===== src/rtl/sbox_engine.sv =====
// sbox_engine: sequential AES (Inv)SubBytes over LANES bytes per request.
// Each lane computes x^254 in GF(2^8) with one shared square-multiply step per
// cycle (7 cycles), then applies the affine transform.
// Optional feature macro: SBOX_INV_EN (honour in_mode, adds the InvSubBytes path).
module sbox_engine #(
  parameter int unsigned LANES = 16
) (
  input  logic               clk,
  input  logic               rst_n,
  input  logic               in_valid,
  output logic               in_ready,
  input  logic               in_mode,
  input  logic [LANES*8-1:0] in_data,
  output logic               out_valid,
  input  logic               out_ready,
  output logic [LANES*8-1:0] out_data
);

  typedef enum logic [1:0] {StIdle, StExp, StDone} state_e;

  state_e             r_state, w_state_next;
  logic [2:0]         r_step;
  logic [7:0]         r_x [LANES];
  logic [7:0]         r_r [LANES];
  logic [LANES*8-1:0] r_out_data;
  logic               r_out_valid;

  logic               w_accept;
  logic               w_last_step;
  logic               w_in_mode;
  logic               w_mode;
  logic [7:0]         w_cap    [LANES];
  logic [7:0]         w_r_next [LANES];
  logic [LANES*8-1:0] w_out_next;

  // GF(2^8) multiply modulo 0x11B, 8-bit result.
  function automatic logic [7:0] gmul(input logic [7:0] a, input logic [7:0] b);
    logic [7:0] p;
    logic [7:0] t;
    p = 8'h00;
    t = a;
    for (int i = 0; i < 8; i++) begin
      if (b[i]) p = p ^ t;
      t = {t[6:0], 1'b0} ^ (t[7] ? 8'h1B : 8'h00);
    end
    return p;
  endfunction

  function automatic logic [7:0] gsq(input logic [7:0] a);
    return gmul(a, a);
  endfunction

  function automatic logic [7:0] affine(input logic [7:0] b);
    return b ^ {b[6:0], b[7]} ^ {b[5:0], b[7:6]} ^ {b[4:0], b[7:5]} ^ {b[3:0], b[7:4]} ^ 8'h63;
  endfunction

`ifdef SBOX_INV_EN
  function automatic logic [7:0] inv_affine(input logic [7:0] b);
    return {b[6:0], b[7]} ^ {b[4:0], b[7:5]} ^ {b[1:0], b[7:2]} ^ 8'h05;
  endfunction

  logic r_mode;
  assign w_in_mode = in_mode;
  assign w_mode    = r_mode;

  // Mode bit captured with the request so later in_mode changes are ignored.
  always_ff @(posedge clk or negedge rst_n) begin
    if (!rst_n)        r_mode <= 1'b0;
    else if (w_accept) r_mode <= in_mode;
  end
`else
  logic w_unused_mode;
  assign w_unused_mode = in_mode;
  assign w_in_mode     = 1'b0;
  assign w_mode        = 1'b0;
`endif

  assign w_accept    = in_valid && in_ready;
  assign w_last_step = (r_state == StExp) && (r_step == 3'd6);
  assign out_valid   = r_out_valid;
  assign out_data    = r_out_data;

  // FSM state register.
  always_ff @(posedge clk or negedge rst_n) begin
    if (!rst_n) r_state <= StIdle;
    else        r_state <= w_state_next;
  end

  // FSM next state and in_ready; no accept while a result is pending.
  always_comb begin
    w_state_next = r_state;
    in_ready     = 1'b0;
    unique case (r_state)
      StIdle: begin
        in_ready = 1'b1;
        if (in_valid) w_state_next = StExp;
      end
      StExp:   if (w_last_step) w_state_next = StDone;
      StDone:  if (out_ready) w_state_next = StIdle;
      default: w_state_next = StIdle;
    endcase
  end

  // Step counter: 0..5 square-multiply, 6 final square.
  always_ff @(posedge clk or negedge rst_n) begin
    if (!rst_n)                 r_step <= 3'd0;
    else if (w_accept)          r_step <= 3'd0;
    else if (r_state == StExp)  r_step <= w_last_step ? 3'd0 : r_step + 3'd1;
  end

  // Per-lane capture, exponentiation step and output mapping.
  always_comb begin
    w_out_next = '0;
    for (int unsigned i = 0; i < LANES; i++) begin
      w_cap[i] = in_data[8*i +: 8];
`ifdef SBOX_INV_EN
      if (w_in_mode) w_cap[i] = inv_affine(in_data[8*i +: 8]);
`endif
      w_r_next[i] = (r_step == 3'd6) ? gsq(r_r[i]) : gmul(gsq(r_r[i]), r_x[i]);
      w_out_next[8*i +: 8] = w_mode ? w_r_next[i] : affine(w_r_next[i]);
    end
  end

  // Lane operand/accumulator registers.
  always_ff @(posedge clk or negedge rst_n) begin
    if (!rst_n) begin
      for (int unsigned i = 0; i < LANES; i++) begin
        r_x[i] <= 8'h00;
        r_r[i] <= 8'h00;
      end
    end else if (w_accept) begin
      for (int unsigned i = 0; i < LANES; i++) begin
        r_x[i] <= w_cap[i];
        r_r[i] <= w_cap[i];
      end
    end else if (r_state == StExp) begin
      for (int unsigned i = 0; i < LANES; i++) r_r[i] <= w_r_next[i];
    end
  end

  // Output register: loads on the final step and holds until handshake.
  always_ff @(posedge clk or negedge rst_n) begin
    if (!rst_n) begin
      r_out_data  <= '0;
      r_out_valid <= 1'b0;
    end else if (w_last_step) begin
      r_out_data  <= w_out_next;
      r_out_valid <= 1'b1;
    end else if (r_out_valid && out_ready) begin
      r_out_valid <= 1'b0;
    end
  end

endmodule

===== config.mk =====
export PLATFORM = sky130hd
export DESIGN_NAME = sbox_engine
export DESIGN_NICKNAME = d
export VERILOG_FILES = /design/src/rtl/sbox_engine.sv
export SDC_FILE = /design/constraint.sdc
export NUM_CORES = 2
export LEC_CHECK = 0
export CORE_MARGIN = 1.5
export CORE_UTILIZATION = 56
export DETAILED_ROUTE_END_ITERATION = 10
export PLACE_DENSITY_LB_ADDON = 0.12
export SLEW_MARGIN = 20
export SYNTH_ARGS = -nofsm -noshare
export SYNTH_HDL_FRONTEND = slang
export SYNTH_SLANG_ARGS = --single-unit

===== constraint.sdc =====
create_clock -name clk -period 6.05 [get_ports clk]
set_input_delay 1.21 -clock clk [delete_from_list [all_inputs] [get_ports clk]]
set_output_delay 1.21 -clock clk [all_outputs]
set_load 0.05 [all_outputs]

==> results by group <==
Run status
  • Status: finished, final reports clean

Clock tree
  • Hold buffer count at CTS: 0
  • Post-CTS sizing: 0
  • Clock latency on the worst-skew pair: 0.63 ns
  • CTS H-tree lvls: 2
  • CTS clock-pin slew for the worst setup and hold paths: ~0.06 ns
  • Maximum clock path buffer count: 3
  • CTS buffer count: 48
  • TritonCTS clock tree: built
  • Post-CTS Repair Setup Buffers: 0
  • CTS root buf: clkbuf_16
  • Clock sink count: 390

Place
  • Final weighted congestion of routability-driven global placement: between 0.9 and 1
  • IO Port Bufs: approximately 260
  • DP HPWL: about 99000 microns

Yosys
  • Synth Area per Inst: just under 8 sq um
  • Netlist cell types: slightly below 100
  • Post-synth EDFFs: 0
  • Mapped Cells: roughly 6300
  • Synth Net Count: roughly 6500
  • Most used DFF post-synth: dfrtp_1
  • Asr flop ratio synth: 1.00
  • Warnings, synthesis: 0
  • Register bit count reported by yosys: ~400
  • Synthesized area: just under 50000 sq um
  • Register area share after synthesis: 0.196

Worst setup path
  • R2r setup slk: 0.58 ns
  • CP Capture Type: register
  • Worst R2R Start: r_r[32]
  • Startpoint Class: register
  • Largest fanout on the critical path: 9
  • Worst Setup SP: r_r[32]
  • Worst Reg-to-Reg Cells: 15
  • WS Path Type: register to register
  • WP data required: roughly 6.5 ns
  • CP Data Arrival Time: between 5 and 6 ns
  • Crit path to: out_data[95]
  • Worst reg2reg path endpoint: out_data[95]

Floorplan
  • Core area: about 88000 sq um
  • Initial core utilization: 0.564
  • # IOs: between 200 and 300
  • Die span in y: roughly 300 microns
  • Std cell rows: 109
  • Die Wd: 301 microns
  • Die area: 90500 sq um

Global routing
  • Total gr overflow: 0
  • First-pass GRT wire length: 227000 microns
  • Pin count of the biggest net entering global routing: around 120
  • Initial antenna violation count: 0
  • Vias in the first global route: between 40000 and 50000
  • GRT Util Overall: 0.307

Timing
  • Setup TNS: 0 ns
  • Fin crit share: 0.905
  • Slew HR: 0.233
  • Setup violators final: 0
  • Final Hold Fails: 0
  • Clk_skew: 0.0313 ns
  • Crit path time final: 5.47 ns
  • Slew at the pin closest to its max-slew limit: around 1.1 ns
  • Slew Viols, Final: 0
  • RSZ-0062 raised after global routing: false
  • Max Freq: roughly 180 MHz

Route
  • Total wire length: 141000 microns
  • DR pass1 iterations: 5
  • Via density: ~5.7
  • Wire per inst: 18.7 microns
  • Vias: about 43000
  • Residual DRC: 0
  • Iter 0 DRT Violations: slightly below 4000
  • Post-DRT Antenna Nets: 0

Hold path
  • Worst Hold Class: register to register

Final layout
  • Area delta synth->final: 10.1%
  • Final net count: around 6500
  • Fill cells: between 7000 and 8000
  • Layout cell share with drive strength beyond 1: 0.0579

Run
  • Max Cap Viol: 0
==> cell families (layout without fill, tap and decap cells) <==
kind of cell | count (synthesis) | after routing | synth area share
AND/OR/NAND/NOR | 2248 | 2248 | 0.194
XOR/XNOR | 1876 | 1876 | 0.387
AO/OA/AOI/OAI | 1055 | 1055 | 0.133
buffers and inverters | 566 | 602 | 0.0460
flip-flops | 390 | 390 | 0.196
multiplexers | 188 | 188 | 0.0388
adder cells (fa/ha/maj) | 18 | 18 | 0.00453
other | 0 | 1 | 0
==> worst min path at each step <==
| stage | to | cells past startpoint | slack (ns) | startpoint |
|---|---|---|---|---|
| after floorplan | r_step[2] | 1 | 0.46 | r_step[2] |
| after global placement | out_data[80] | 2 | 0.46 | out_data[80] |
| after detailed placement | out_data[22] | 2 | 0.47 | out_data[22] |
| after CTS | out_data[22] | 2 | 0.48 | out_data[22] |
| after global routing | out_data[79] | 2 | 0.50 | out_data[79] |
| final | out_data[22] | 2 | 0.48 | out_data[22] |
==> flip-flops by register name, summed over array words and instances (netlist names) <==
signal / flops
out_data: 128
out_valid: 1
r_r: 128
r_state: 2
r_step: 3
r_x: 128
==> cell usage in the layout (no fill, tap or decap), drive strengths merged, types with 101 or more instances in the layout <==
cell type      synthesis  final
xnor3                139    139
nand3                111    111
mux2i                152    152
o211ai               113    113
o21ai                371    371
dfrtp                390    390
nor2                 286    286
buf                  145    157
inv                   97    101
a21oi                236    236
xor2                 443    443
xnor2               1260   1260
nand2               1481   1481
clkdlybuf4s50          0    260
==> layout make-up <==
type	instances	area, sq um	share of cell area
Antenna cell	1	2.50	0.0000457
Clock buffer	63	1360	0.0248
Clock inverter	21	233	0.00425
Inverter	101	379	0.00693
Multi-Input combinational cell	5385	37700	0.689
Sequential cell	390	9760	0.178
Tap cell	1165	1460	0.0266
Timing Repair Buffer	417	3830	0.0700
==> routing by layer <==
layer  global-route usage  up-vias  wire length [microns]
met5                    0        -                      0
met4               0.0882        0                   3600
met3               0.0366      224                   8680
met2                0.491     1398                  64600
met1                0.434    20832                  64200
li1                     -    20905                      -
==> metrics by stage <==
| stage | util | cell area, sq um | hold WS [ns] | std cells | worst slack (ns) |
|---|---|---|---|---|---|
| finish | 0.621 | 54700 | 0.476 | 7543 | 0.576 |
| CTS | 0.621 | 54700 | 0.481 | 7542 | 0.678 |
| floorplan | - | 49700 | 0.464 | 6341 | 1.40 |
| detailed placement | 0.603 | 53100 | 0.469 | 7458 | 0.699 |
| global placement | 0.603 | 53100 | 0.462 | 7458 | 0.760 |
| global route | 0.621 | 54700 | 0.499 | 7542 | 0.276 |
==> Yosys cell counts, drive strengths merged, types with 85 or more instances <==
library cell  number  area (sq um)
clkbuf           320          1200
buf              145           704
dfrtp            390          9760
nand2b            85           532
nand2           1481          5560
xor2             443          4010
nor2             286          1080
o211ai           113           848
nand3            111           556
xnor3            139          3130
inv               97           364
o21ai            371          1860
mux2i            152          1520
xnor2           1260         11300
a21oi            236          1190
==> worst max-delay path: stages, from the launching register on <==
cell	delay, ns
dfrtp_1	0.47
ha_1	0.45
xor3_1	0.43
nand2_1	0.09
xnor2_2	0.58
xnor2_1	0.33
xnor2_1	0.67
nor2b_1	0.11
xnor3_1	0.41
xnor3_1	0.38
xor2_1	0.17
o21ai_1	0.39
xor2_1	0.37
xnor2_1	0.22
xor2_1	0.17
o21ai_0	0.08
Power is left out: the tool's default activity adds up to more than one toggle a clock period on the data nets, which glitch-free logic cannot reach.
